### src/rtl/mem_stream_reader_if.sv
// Bundles the control, memory-port and GPIO signals of mem_stream_reader.
//   master : host/board side (drives start, abort, baseAddr, wordCount,
//            memData from the RAM, gpioIn from the external board)
//   slave  : the reader itself (drives memAddr, gpioOut, busy, done, error)
interface mem_stream_reader_if #(
  parameter int ADDR_W = 18,
  parameter int DATA_W = 24
);
  logic              start;
  logic              abort;
  logic [ADDR_W-1:0] baseAddr;
  logic [ADDR_W-1:0] wordCount;
  logic [ADDR_W-1:0] memAddr;
  logic [DATA_W-1:0] memData;
  logic [35:0]       gpioIn;
  logic [35:0]       gpioOut;
  logic              busy;
  logic              done;
  logic              error;

  modport master (
    output start, abort, baseAddr, wordCount, memData, gpioIn,
    input  memAddr, gpioOut, busy, done, error
  );

  modport slave (
    input  start, abort, baseAddr, wordCount, memData, gpioIn,
    output memAddr, gpioOut, busy, done, error
  );
endinterface

### src/rtl/mem_stream_reader.sv
// Streams a block of memory words out over GPIO with a four-phase req/ack
// handshake. Reads the main memory through its read-only port b.
// Ports:
//   clk  : system clock
//   rst  : asynchronous reset, active-low
//   bus  : mem_stream_reader_if.slave
//          start/abort/baseAddr/wordCount  transfer control
//          memAddr/memData                 RAM port b (1-cycle read latency)
//          gpioIn[0]                       ack from external board
//          gpioOut                         [23:0] data, [24] req, [25] last,
//                                          [26] active, [35:27] zero
//          busy/done/error                 status
//
// state     | meaning
// ----------+-----------------------------------------------------------
// S_IDLE    | waiting for start
// S_FETCH   | memAddr stable, RAM samples it at the end of this cycle
// S_CAPTURE | RAM data valid; latch it, raise req
// S_REQ     | req high, waiting for synchronized ack high
// S_RELEASE | req low, waiting for synchronized ack low
module mem_stream_reader #(
  parameter int ADDR_W      = 18,
  parameter int DATA_W      = 24,
  parameter int SYNC_STAGES = 2,
  parameter int TIMEOUT     = 1000000
) (
  input logic                 clk,
  input logic                 rst,
  mem_stream_reader_if.slave  bus
);

  typedef enum logic [2:0] {
    S_IDLE,
    S_FETCH,
    S_CAPTURE,
    S_REQ,
    S_RELEASE
  } state_t;

  // Timeout runs as a down-counter loaded with TIMEOUT-1; reaching zero while
  // still waiting means TIMEOUT cycles have been spent in the wait state.
  localparam int TMR_W = (TIMEOUT > 2) ? $clog2(TIMEOUT) : 1;
  localparam logic [TMR_W-1:0] TMR_LOAD = TMR_W'(TIMEOUT - 1);

  state_t            state_q, state_d;
  logic [ADDR_W-1:0] mem_addr_q, mem_addr_d;
  logic [ADDR_W-1:0] remaining_q, remaining_d;
  logic [DATA_W-1:0] data_q, data_d;
  logic              last_q, last_d;
  logic              req_q, req_d;
  logic              done_q, done_d;
  logic              error_q, error_d;
  logic [TMR_W-1:0]  tmr_q, tmr_d;
  logic [SYNC_STAGES-1:0] sync_q;

  logic ack_s;
  logic busy;
  logic last_word;
  logic unused_gpio;

  assign ack_s       = sync_q[SYNC_STAGES-1];
  assign last_word   = (remaining_q == ADDR_W'(1));
  assign unused_gpio = ^bus.gpioIn[35:1];

  // State and datapath registers
  always_ff @(posedge clk or negedge rst) begin
    if (!rst) begin
      state_q     <= S_IDLE;
      mem_addr_q  <= '0;
      remaining_q <= '0;
      data_q      <= '0;
      last_q      <= 1'b0;
      req_q       <= 1'b0;
      done_q      <= 1'b0;
      error_q     <= 1'b0;
      tmr_q       <= '0;
      sync_q      <= '0;
    end else begin
      state_q     <= state_d;
      mem_addr_q  <= mem_addr_d;
      remaining_q <= remaining_d;
      data_q      <= data_d;
      last_q      <= last_d;
      req_q       <= req_d;
      done_q      <= done_d;
      error_q     <= error_d;
      tmr_q       <= tmr_d;
      sync_q      <= {sync_q[SYNC_STAGES-2:0], bus.gpioIn[0]};
    end
  end

  // Next-state logic
  always_comb begin
    state_d     = state_q;
    mem_addr_d  = mem_addr_q;
    remaining_d = remaining_q;
    data_d      = data_q;
    last_d      = last_q;
    req_d       = req_q;
    done_d      = 1'b0;
    error_d     = error_q;
    tmr_d       = tmr_q;

    case (state_q)
      S_IDLE: begin
        if (bus.start) begin
          error_d = 1'b0;
          if (bus.wordCount != '0) begin
            mem_addr_d  = bus.baseAddr;
            remaining_d = bus.wordCount;
            state_d     = S_FETCH;
          end else begin
            done_d = 1'b1;
          end
        end
      end
      S_FETCH: state_d = S_CAPTURE;
      S_CAPTURE: begin
        data_d  = bus.memData;
        last_d  = last_word;
        req_d   = 1'b1;
        tmr_d   = TMR_LOAD;
        state_d = S_REQ;
      end
      S_REQ: begin
        // An ack already high on entry counts as a valid ack; a stuck ack is
        // then caught by the RELEASE timeout.
        if (ack_s) begin
          req_d   = 1'b0;
          tmr_d   = TMR_LOAD;
          state_d = S_RELEASE;
        end else if (tmr_q == '0) begin
          error_d = 1'b1;
          req_d   = 1'b0;
          last_d  = 1'b0;
          state_d = S_IDLE;
        end else begin
          tmr_d = tmr_q - TMR_W'(1);
        end
      end
      S_RELEASE: begin
        if (!ack_s) begin
          if (last_word) begin
            done_d  = 1'b1;
            last_d  = 1'b0;
            state_d = S_IDLE;
          end else begin
            remaining_d = remaining_q - ADDR_W'(1);
            mem_addr_d  = mem_addr_q + ADDR_W'(1);
            state_d     = S_FETCH;
          end
        end else if (tmr_q == '0) begin
          error_d = 1'b1;
          req_d   = 1'b0;
          last_d  = 1'b0;
          state_d = S_IDLE;
        end else begin
          tmr_d = tmr_q - TMR_W'(1);
        end
      end
      default: state_d = S_IDLE;
    endcase

    // abort overrides everything decided above
    if (bus.abort && (state_q != S_IDLE)) begin
      state_d     = S_IDLE;
      mem_addr_d  = mem_addr_q;
      remaining_d = remaining_q;
      req_d       = 1'b0;
      last_d      = 1'b0;
      done_d      = 1'b0;
      error_d     = error_q;
    end
  end

  // Outputs
  always_comb begin
    busy                = (state_q != S_IDLE);
    bus.gpioOut         = '0;
    bus.gpioOut[23:0]   = data_q[23:0];
    bus.gpioOut[24]     = req_q;
    bus.gpioOut[25]     = last_q;
    bus.gpioOut[26]     = busy;
  end

  assign bus.memAddr = mem_addr_q;
  assign bus.busy    = busy;
  assign bus.done    = done_q;
  assign bus.error   = error_q;

endmodule

### src/flat_wrapper.sv
// flat-port wrapper written by rule: the top's interface ports become plain ports
module mem_stream_reader_flat 
#(
  parameter int ADDR_W      = 18,
  parameter int DATA_W      = 24,
  parameter int SYNC_STAGES = 2,
  parameter int TIMEOUT     = 1000000
)
  (clk, rst, bus_start, bus_abort, bus_baseAddr, bus_wordCount, bus_memData, bus_gpioIn, bus_memAddr, bus_gpioOut, bus_busy, bus_done, bus_error);
  mem_stream_reader_if #(.ADDR_W(ADDR_W), .DATA_W(DATA_W)) bus_i ();
  input logic clk;
  input logic rst;
  input wire logic [$bits(bus_i.start)-1:0] bus_start;
  input wire logic [$bits(bus_i.abort)-1:0] bus_abort;
  input wire logic [$bits(bus_i.baseAddr)-1:0] bus_baseAddr;
  input wire logic [$bits(bus_i.wordCount)-1:0] bus_wordCount;
  input wire logic [$bits(bus_i.memData)-1:0] bus_memData;
  input wire logic [$bits(bus_i.gpioIn)-1:0] bus_gpioIn;
  output wire logic [$bits(bus_i.memAddr)-1:0] bus_memAddr;
  output wire logic [$bits(bus_i.gpioOut)-1:0] bus_gpioOut;
  output wire logic [$bits(bus_i.busy)-1:0] bus_busy;
  output wire logic [$bits(bus_i.done)-1:0] bus_done;
  output wire logic [$bits(bus_i.error)-1:0] bus_error;
  assign bus_i.start = bus_start;
  assign bus_i.abort = bus_abort;
  assign bus_i.baseAddr = bus_baseAddr;
  assign bus_i.wordCount = bus_wordCount;
  assign bus_i.memData = bus_memData;
  assign bus_i.gpioIn = bus_gpioIn;
  assign bus_memAddr = bus_i.memAddr;
  assign bus_gpioOut = bus_i.gpioOut;
  assign bus_busy = bus_i.busy;
  assign bus_done = bus_i.done;
  assign bus_error = bus_i.error;
  mem_stream_reader #(.ADDR_W(ADDR_W), .DATA_W(DATA_W), .SYNC_STAGES(SYNC_STAGES), .TIMEOUT(TIMEOUT)) u_core (.clk(clk), .rst(rst), .bus(bus_i));
endmodule
### config.mk
export PLATFORM = sky130hd
export DESIGN_NAME = mem_stream_reader_flat
export DESIGN_NICKNAME = d
export VERILOG_FILES = /design/src/rtl/mem_stream_reader_if.sv /design/src/rtl/mem_stream_reader.sv /design/src/flat_wrapper.sv
export SDC_FILE = /design/constraint.sdc
export NUM_CORES = 1
export LEC_CHECK = 0
export BUFFER_PORTS_ARGS = -buffer_cell sky130_fd_sc_hd__buf_2
export CAP_MARGIN = 20
export CORE_MARGIN = 2
export CORE_UTILIZATION = 40
export CTS_CLUSTER_DIAMETER = 50
export DETAILED_ROUTE_END_ITERATION = 8
export PLACE_DENSITY = 0.7
export RECOVER_POWER = 25
export SETUP_SLACK_MARGIN = 0.3
export SLEW_MARGIN = 20
export SYNTH_ARGS = -nofsm -noshare
export SYNTH_HDL_FRONTEND = slang
export SYNTH_SLANG_ARGS = --single-unit
### constraint.sdc
create_clock -name clk -period 5.5 [get_ports clk]
set_clock_uncertainty 0.1 [all_clocks]
set_input_delay 0.275 -clock clk [delete_from_list [all_inputs] [get_ports clk]]
set_output_delay 0.275 -clock clk [all_outputs]
set_load 0.005 [all_outputs]
==> results by group, run 1 <==
Power and ir drop
  – Switching share of power: 0.379
  – Pint: 1.74 mW
  – Pwr dens: 479 mW/mm^2
  – Max VDD drop: 0.000235 V
  – NetSw: 1.06 mW
  – Static Leakage: 2.45 nW
  – Overall power: 2.80 mW
  – Clock share of power: 0.240
  – Reg power frac: 0.411
  – Combinational cell fraction of total power: 0.349

Synth
  – Synth top cells by count: dfrtp_1 (89), nand2_1 (57), nor2_1 (43)
  – Area share of the largest cell type after synthesis: 0.452
  – Asr flop ratio synth: 1.00
  – Syn_area_per_cell: 9.35 sq um
  – EDFF count, synth: 0
  – Top-count cell post-synth: dfrtp_1
  – Distinct cells, synth: 67
  – #FFs+latches synth: 89
  – Top_reg_cell synth: dfrtp_1
  – Sequential share of the synthesized area: 0.452
  – Top cells by area, synth: dfrtp_1 (45%), mux2_2 (5.5%), nand2_1 (4.3%), a21oi_1 (3.8%), nor2_1 (3.3%)
  – Post-synthesis cell count: 527
  – Largest area contributor in the netlist: dfrtp_1
  – Mapped Area: 0.00493 sq mm
  – YS warnings: 0

Layout
  – Finished Core Util: 0.487
  – Layout net count: 736
  – FF/Latch Area: 0.00223 sq mm
  – Share of post-route cells with drive strength above 1: 0.255
  – Finished Cell Area: 0.00585 sq mm
  – Ant. Diodes: 0
  – Area of the multi-input gates: 0.00244 sq mm
  – Area delta synth->final: 18.8%
  – Layout fillers: 1,127

Routing
  – TritonRoute pass-1 iters: 5
  – DRC Markers: 0
  – Routed wire per std cell: 16.2 um
  – Drt total wl: 12,700 um
  – DR iter-0 viols: 274
  – Remaining antenna violation count: 0
  – Via Count: 4,505
  – Vias per cell: 5.75

Hold path
  – HP Class: in -> reg

Setup path
  – Worst EP arrival: 3.13 ns
  – CP Class: reg -> reg
  – Critical Path RT: 5.63 ns
  – Worst path slowest cell: o21a_1
  – Worst-path fanout max: 27
  – Launching element type of the critical path: flop
  – Crit path largest cell delay: 0.88 ns
  – Buf+Inv Stages, Crit Path: 0
  – Critical path endpoint category: flop
  – Worst path cell trace: nor3_2 -> nand2_1 -> nor4_2 -> o21a_1 -> nor4_1 -> a211o_1
  – Delay-heaviest family, CP: compound AO/OA/AOI/OAI gates

Timing
  – Slew at the pin closest to its max-slew limit: 1.59 ns
  – Final setup fails: 0
  – F_max: 0.333 GHz
  – Fin crit period: 3.00 ns
  – Final Cycle Share: 0.545
  – Final hold vios: 0
  – Slew Limit Fails: 30
  – Setup TNS Final: 0 ns
  – RSZ-0062 raised after global routing: false
  – Max_slew headroom: -0.0602

Die
  – Cell row count: 40
  – Die span in x: 115 um
  – # IOs: 157
  – Initial Utilization: 0.410
  – Die ar.: 0.0132 sq mm
  – Die Y: 115 um
  – Core Box Area: 0.0120 sq mm

Global routing
  – Global-route wire length before repair: 21,100 um
  – Remaining Overflow, GRT: 0
  – GRT Util Overall: 0.198
  – Vias in the first global route: 4,366
  – Largest net degree at the start of global routing: 62
  – Initial antenna violation count: 0

Outcome
  – Outcome: finished with violations
  – Failing checks: capacitance limit, slew limit

Clocking
  – Setup Buffers After CTS: 0
  – Worst-Skew Late Latency: 0.35 ns
  – CTS clock-pin slew for the worst setup and hold paths: 0.07 ns
  – CTS tree: yes
  – TritonCTS buffer count: 9
  – CTS Buffer Depth: 2
  – Clock root buffer: clkbuf_16
  – H-Tree Depth: 3
  – CTS sink count: 89
  – Post-cts repair resize count: 0

Run
  – Max-cap violations: 1

Place
  – Area after DPL: 0.00552 sq mm
  – I/O Buffers: 112
  – DP HPWL: 8870 um
  – Placer Congestion: 0.843
[cell families after synthesis]
family                     after synthesis  synth area share
adders and majority gates                5            0.0127
xor gates and xnor gates                10            0.0178
buffers and inverters                   51            0.0582
AOI/OAI and AO/OA                      140             0.180
DFF                                     89             0.452
other                                    1          0.000761
muxes                                   27            0.0610
and+or+nand+nor                        204             0.218
[metal layers]
| layer | up-vias | wire [um] | global-route usage |
|---|---|---|---|
| met5 | - | 0 | 0 |
| met4 | 0 | 248 | 0.0731 |
| met1 | 2183 | 5660 | 0.273 |
| met3 | 20 | 748 | 0.0343 |
| met2 | 173 | 6060 | 0.315 |
| li1 | 2129 | - | - |
[worst register-to-register path, cell delays in order (launching register included)]
cell,delay [ns]
dfrtp_1,0.43
nor3_2,0.33
nand2_1,0.24
nor4_2,0.50
o21a_1,0.88
nor4_1,0.12
a211o_1,0.30
[path summary, 6_finish.rpt]
check | from | endpoint | cells past startpoint | slack [ns]
min | bus_baseAddr[3] | u_core.bus.memAddr[3] | 2 | 0.04
max in group asynchronous | rst | u_core.remaining_q[14] | 3 | 2.99
max | u_core.remaining_q[7] | u_core.bus.memAddr[3] | 6 | 2.50
min reg2reg | u_core.sync_q[0] | u_core.sync_q[1] | 0 | 0.25
min in group asynchronous | rst | u_core.bus.memAddr[3] | 2 | 0.76
max reg2reg | u_core.remaining_q[7] | u_core.bus.memAddr[3] | 6 | 2.50
[final cells by class]
| class | count | share of cell area |
|---|---|---|
| clock inverters | 7 | 0.0173 |
| flip-flops and latches | 89 | 0.381 |
| clock buffers | 9 | 0.0385 |
| well taps | 147 | 0.0314 |
| repair buffers | 120 | 0.104 |
| inverters | 16 | 0.0103 |
| multi-input cells | 395 | 0.418 |
[per-stage QoR]
| step | instances | worst slack, ns | hold slack (ns) |
|---|---|---|---|
| CTS | 783 | 2.49 | 0.0339 |
| floorplan | 535 | 3.43 | -0.121 |
| global route | 783 | 2.28 | 0.0401 |
| detailed placement | 765 | 2.52 | 0.128 |
| global placement | 765 | 2.59 | 0.118 |
| finish | 783 | 2.50 | 0.0398 |
[cell usage in the layout, fill, tap and decap left out, types with 7 or more instances in the layout]
master,instances
mux2_2,24
inv_1,16
nand4b_1,7
dfrtp_1,89
nor3_1,20
clkbuf_1,13
nor4_1,14
nor2_1,42
o21ai_1,16
nand2_1,57
a21oi_1,37
o21ai_0,30
conb_1,9
clkbuf_16,9
buf_2,99
nand3_1,20
[sequential cells by signal, indices dropped and copies added, names as in the netlist]
signal              count
u_core.bus.memAddr     18
u_core.data_q          24
u_core.remaining_q     18
u_core.tmr_q           20
u_core.bus.done         1
u_core.last_q           1
u_core.sync_q           2
u_core.bus.error        1
u_core.state_q          3
u_core.req_q            1
[what timing repair did]
action,in CTS,in global routing
endpoints found under the hold margin,29,0
setup endpoints to repair,0,0
hold buffers,2,0
[power by group through the flow]
| stage | registers, mW | logic (mW) | clock network (mW) |
|---|---|---|---|
| after floorplan | 1.11 | 0.670 | 0 |
| after global placement | 1.14 | 0.954 | 0 |
| after detailed placement | 1.15 | 0.988 | 0 |
| after CTS | 1.15 | 0.994 | 0.683 |
| after global routing | 1.19 | 1.09 | 0.710 |
| final | 1.15 | 0.979 | 0.673 |
(Power assumes the default switching activity.)
==> inputs of run 2 (changes only) <==
PLACE_DENSITY = 0.73   (was 0.7)
clock period = 2.7 ns   (was 5.5 ns; I/O delays follow)
==> results by group, run 2 (synthesis gave the netlist of run 1 again) <==
Outcome
  – Outcome: finished clean

Hold path
  – HP Class: in -> reg
  – Worst hold stages: 3

Die
  – Core Box Area: 0.0120 sq mm
  – Die Y: 115 um
  – Initial Utilization: 0.410
  – Cell row count: 40
  – Die span in x: 115 um
  – # IOs: 157
  – Die ar.: 0.0132 sq mm

Global routing
  – GRT Util Overall: 0.213
  – Global-route wire length before repair: 22,700 um
  – Largest net degree at the start of global routing: 54
  – Remaining Overflow, GRT: 0
  – Vias in the first global route: 4,670
  – Initial antenna violation count: 0

Layout
  – Layout net count: 801
  – Share of post-route cells with drive strength above 1: 0.272
  – FF/Latch Area: 0.00223 sq mm
  – Largest registers: u_core.data_q (24), u_core.tmr_q (20)
  – Area of the multi-input gates: 0.00249 sq mm
  – Ant. Diodes: 0
  – Max reg flops: 24
  – Area delta synth->final: 31.6%
  – Layout fillers: 1,055
  – Finished Cell Area: 0.00648 sq mm
  – Highest-count cells in the layout ignoring fill and taps: buf_2 (101), dfrtp_1 (89), nand2_1 (57)
  – Reg with most FFs: u_core.data_q
  – Commonest non-fill, non-tap cell in the layout: buf_2

Power and ir drop
  – Max VDD drop: 0.000536 V
  – Pwr dens: 885 mW/mm^2
  – Static Leakage: 2.75 nW
  – Overall power: 5.74 mW

Routing
  – Vias per cell: 5.65
  – Routed wire per std cell: 16.1 um
  – Via Count: 4,791
  – Drt total wl: 13,600 um
  – DRC Markers: 0
  – TritonRoute pass-1 iters: 4
  – DR iter-0 viols: 260
  – Remaining antenna violation count: 0

Setup path
  – CP Class: reg -> reg
  – Worst EP arrival: 2.37 ns
  – Critical Path RT: 2.82 ns
  – Worst-path fanout max: 7
  – R2R depth: 7
  – Critical path endpoint category: flop
  – Launching element type of the critical path: flop

Timing
  – RSZ-0062 raised after global routing: true
  – F_max: 0.445 GHz
  – Final hold vios: 0
  – Slew Limit Fails: 0
  – PnR worst setup slack: 0.452 ns
  – Max_slew headroom: 0.345
  – Slew at the pin closest to its max-slew limit: 0.982 ns
  – Hold Slack: 0.0150 ns
  – Final Cycle Share: 0.832
  – Fin crit period: 2.25 ns
  – Setup TNS Final: 0 ns
  – Final setup fails: 0

Clocking
  – H-Tree Depth: 3
  – CTS sink count: 89
  – Worst-Skew Late Latency: 0.34 ns
  – TritonCTS buffer count: 9
  – CTS tree: yes
  – CTS Buffer Depth: 2
  – Clock root buffer: clkbuf_16
  – CTS clock-pin slew for the worst setup and hold paths: 0.07 ns

Place
  – I/O Buffers: 112
  – DP HPWL: 9220 um
  – Area after DPL: 0.00567 sq mm
  – Placer Congestion: 0.874
  – Pre-CTS setup slack: 0.215 ns

Run
  – Max-cap violations: 0
[run 2: cell types whose count changed in the layout (fill, tap and decap cells not counted), sizes merged]
cell	previous run	this run
buf	105	127
bufinv	2	0
clkbuf	22	21
clkinv	2	3
clkinvlp	1	2
dlygate4sd3	2	47
inv	18	17
[run 2: layer usage]
layer  vias up  GRT usage  share of wire
met4         0     0.0900          0.023
met2       175      0.342           0.48
li1       2262          -              -
met5         -          0              0
met3        24     0.0374          0.048
met1      2330      0.285           0.44
[run 2: area by class of cell]
| class | instances | area share |
|---|---|---|
| Multi-Input combinational cell | 395 | 0.385 |
| Sequential cell | 89 | 0.344 |
| Timing Repair Buffer | 185 | 0.190 |
| Clock buffer | 10 | 0.0369 |
| Tap cell | 147 | 0.0284 |
| Inverter | 16 | 0.00927 |
| Clock inverter | 6 | 0.00656 |
[run 2: final timing paths]
| check | startpoint | to | slack, ns |
|---|---|---|---|
| max in group asynchronous | rst | u_core.tmr_q[9] | 1.29 |
| max | u_core.state_q[1] | u_core.tmr_q[14] | 0.45 |
| min reg2reg | u_core.sync_q[0] | u_core.sync_q[1] | 0.25 |
| max reg2reg | u_core.state_q[1] | u_core.tmr_q[14] | 0.45 |
| min in group asynchronous | rst | u_core.remaining_q[5] | 0.39 |
| min | bus_baseAddr[17] | u_core.bus.memAddr[17] | 0.02 |
[run 2: per-stage QoR]
step	utilization	instances
finish	0.540	848
global route	0.540	848
CTS	0.536	846
detailed placement	0.472	783
global placement	0.472	783
floorplan	-	535
[run 2: repair_timing]
action / in CTS / in global routing
setup buffers: 0 / 2
gates resized for setup: 2 / 9
pin swaps: 0 / 4
hold endpoints to repair: 82 / 0
hold buffers: 47 / 0
endpoints found under the setup margin: 21 / 36
[run 2: worst max-delay path, stage by stage (launching register included)]
cell,delay (ns)
dfrtp_1,0.44
or2_1,0.38
buf_4,0.21
o21ai_0,0.33
o21ai_2,0.20
nor4_2,0.26
xnor2_1,0.15
nand2_1,0.06
[run 2: report_power, final]
group	internal [mW]	switching (mW)
Combinational	1.04	1.16
Sequential	1.83	0.513
Clock	0.651	0.536
==> inputs of run 3 (changes only) <==
ABC_AREA = 1   (was default)
PLACE_DENSITY = 0.69   (was 0.73)
clock period = 2.1 ns   (was 2.7 ns; I/O delays follow)
==> results by group, run 3 <==
Run
  – Max-cap violations: 0

Synth
  – YS warnings: 0
  – Synth top cells by count: nand2_1 (306), nor2_1 (94), dfrtp_1 (89)
  – Mapped Area: 0.00567 sq mm
  – Synth Area in XOR/XNOR: 0.0108
  – Area share of the largest cell type after synthesis: 0.393
  – Top_reg_cell synth: dfrtp_1
  – Syn_area_per_cell: 6.84 sq um
  – Asr flop ratio synth: 1.00
  – Post-synthesis mux area share: 0
  – Main combinational cell family by area after synthesis: simple AND/OR/NAND/NOR gates
  – Post-synthesis cell count: 829
  – Top-count cell post-synth: nand2_1
  – Largest area contributor in the netlist: dfrtp_1
  – Distinct cells, synth: 41
  – EDFF count, synth: 0
  – Top cells by area, synth: dfrtp_1 (39%), nand2_1 (20%), nand3_1 (6.4%), nor2_1 (6.2%), inv_1 (5.4%)
  – #FFs+latches synth: 89
  – Synth Area in Compound Gates: 0.0867
  – Synth Area in Adders: 0.0110
  – Simple-Gate Fraction of Synth Area: 0.397
  – Sequential share of the synthesized area: 0.393

Clocking
  – CTS Buffer Depth: 2
  – H-Tree Depth: 3
  – CTS sink count: 89
  – TritonCTS buffer count: 9
  – CTS tree: yes
  – CTS clock-pin slew for the worst setup and hold paths: 0.07 ns
  – Worst-Skew Late Latency: 0.34 ns
  – Clock root buffer: clkbuf_16

Power and ir drop
  – Static Leakage: 4.07 nW
  – Pwr dens: 1260 mW/mm^2
  – NetSw: 4.50 mW
  – Max VDD drop: 0.000550 V
  – Pint: 5.63 mW
  – Switching share of power: 0.444
  – Clock share of power: 0.153
  – Reg power frac: 0.296
  – Combinational cell fraction of total power: 0.551

Layout
  – Fin cells: 1,230
  – Share of post-route cells with drive strength above 1: 0.288
  – Commonest non-fill, non-tap cell in the layout: nand2_1
  – Reg with most FFs: u_core.data_q
  – Max reg flops: 24
  – Ant. Diodes: 0
  – Layout fillers: 1,289
  – Area delta synth->final: 41.7%
  – Finished Core Util: 0.579
  – Area of the multi-input gates: 0.00329 sq mm
  – Highest-count cells in the layout ignoring fill and taps: nand2_1 (283), buf_2 (111), dfrtp_1 (85)
  – Largest registers: u_core.data_q (24), u_core.tmr_q (20)
  – FF/Latch Area: 0.00223 sq mm
  – Layout net count: 1,150

Routing
  – Remaining antenna violation count: 0
  – DR iter-0 viols: 400
  – Vias per cell: 4.98
  – Routed wire per std cell: 13.8 um
  – DRC Markers: 0
  – TritonRoute pass-1 iters: 6
  – Via Count: 6,122
  – Drt total wl: 17,000 um

Setup path
  – CP most frequent cell: buf_4
  – Worst-path fanout max: 4
  – Worst EP arrival: 1.99 ns
  – Launching element type of the critical path: flop
  – Worst path cell trace: nor2_4 -> nand2_4 -> nand2_4 -> o21ai_4 -> buf_4 -> buf_4 -> buf_4 -> nor3_1 -> nand3_1 -> o21ai_0
  – Crit path largest cell delay: 0.41 ns
  – Worst path slowest cell: dfrtp_1
  – Critical path endpoint category: flop
  – CP Class: reg -> reg
  – Critical Path RT: 2.27 ns

Die
  – Die span in x: 123 um
  – Die ar.: 0.0152 sq mm
  – Core Box Area: 0.0139 sq mm
  – Cell row count: 43
  – # IOs: 157
  – Initial Utilization: 0.409
  – Die Y: 123 um

Timing
  – F_max: 0.548 GHz
  – RSZ-0062 raised after global routing: true
  – Max_slew headroom: 0.291
  – Final setup fails: 0
  – Slew at the pin closest to its max-slew limit: 1.06 ns
  – Slew Limit Fails: 0
  – Final Cycle Share: 0.869
  – Hold Slack: 0.0350 ns
  – Final hold vios: 0
  – Fin crit period: 1.82 ns

Global routing
  – Largest net degree at the start of global routing: 40
  – Global-route wire length before repair: 26,300 um
  – Remaining Overflow, GRT: 0
  – Vias in the first global route: 5,538
  – Initial antenna violation count: 0
  – GRT Util Overall: 0.219

Place
  – Inst Count DP: 1,133
  – I/O Buffers: 112
  – Placer Congestion: 0.866
  – DP HPWL: 10,800 um

Hold path
  – HP Class: in -> reg

Outcome
  – Outcome: finished clean
==> run 3: path summary, 6_finish.rpt <==
kind | to | cells after the start | startpoint | slack, ns
setup / recovery | u_core.bus.error | 10 | u_core.state_q[1] | 0.28
hold / removal | u_core.req_q | 4 | bus_abort | 0.03
setup reg to reg | u_core.bus.error | 10 | u_core.state_q[1] | 0.28
hold reg to reg | u_core.sync_q[1] | 0 | u_core.sync_q[0] | 0.26
max in group asynchronous | u_core.data_q[2] | 3 | rst | 0.71
min in group asynchronous | u_core.data_q[15] | 2 | rst | 0.38
==> run 3: layout make-up <==
class,instances,area share
inverter,86,0.0414
timing repair buffer,227,0.209
multi-input combinational,632,0.409
tap,180,0.0280
clock buffer,9,0.0280
clock inverter,7,0.00669
sequential,89,0.278
==> run 3: cell families after synthesis <==
group,after synthesis
fa+ha+maj,5
flops,89
other cells,1
xor+xnor,7
compound gates,82
simple gates,525
buf+inv,120
==> run 3: per-stage QoR <==
| step | total power, mW | worst slack (ns) | area (sq um) | setup TNS [ns] |
|---|---|---|---|---|
| after floorplan | 5.76 | 0.408 | 5700 | 0 |
| after global placement | 7.02 | -0.0796 | 6540 | -1.12 |
| after detailed placement | 7.09 | -0.128 | 6540 | -1.71 |
| after CTS | 9.32 | 0.304 | 7610 | 0 |
| after global routing | 10.9 | 0.187 | 8040 | 0 |
| final | 10.1 | 0.276 | 8040 | 0 |
==> run 3: critical path, delay by kind of cell (launching register included) <==
family,cells,cell delay (ns)
flip-flops,1,0.41
AO/OA/AOI/OAI,2,0.15
AND/OR/NAND/NOR,5,0.70
buffers and inverters,3,0.37
==> run 3: per-layer routing <==
layer / vias to the layer above / GRT usage / routed length [um]
li1: 3025 / - / -
met1: 2867 / 0.297 / 7470
met2: 206 / 0.366 / 8340
met3: 24 / 0.0341 / 922
met4: 0 / 0.0561 / 235
met5: - / 0 / 0
==> run 3: what timing repair did <==
action                                  in CTS  in global routing
pin swaps                                   12                 36
endpoints found under the setup margin      56                 62
gates cloned                                 3                  2
endpoints found under the hold margin       88                  0
gates resized for setup                     24                 91
hold buffers                                53                  0
buffers inserted                            13                 10
==> run 3: power groups by stage <==
stage	combinational (mW)	sequential, mW	clock, mW
after detailed placement	4.14	2.95	0
final	5.59	3.00	1.55
after CTS	4.78	2.95	1.59
after global placement	4.06	2.96	0
after global routing	6.15	3.08	1.66
after floorplan	2.82	2.94	0
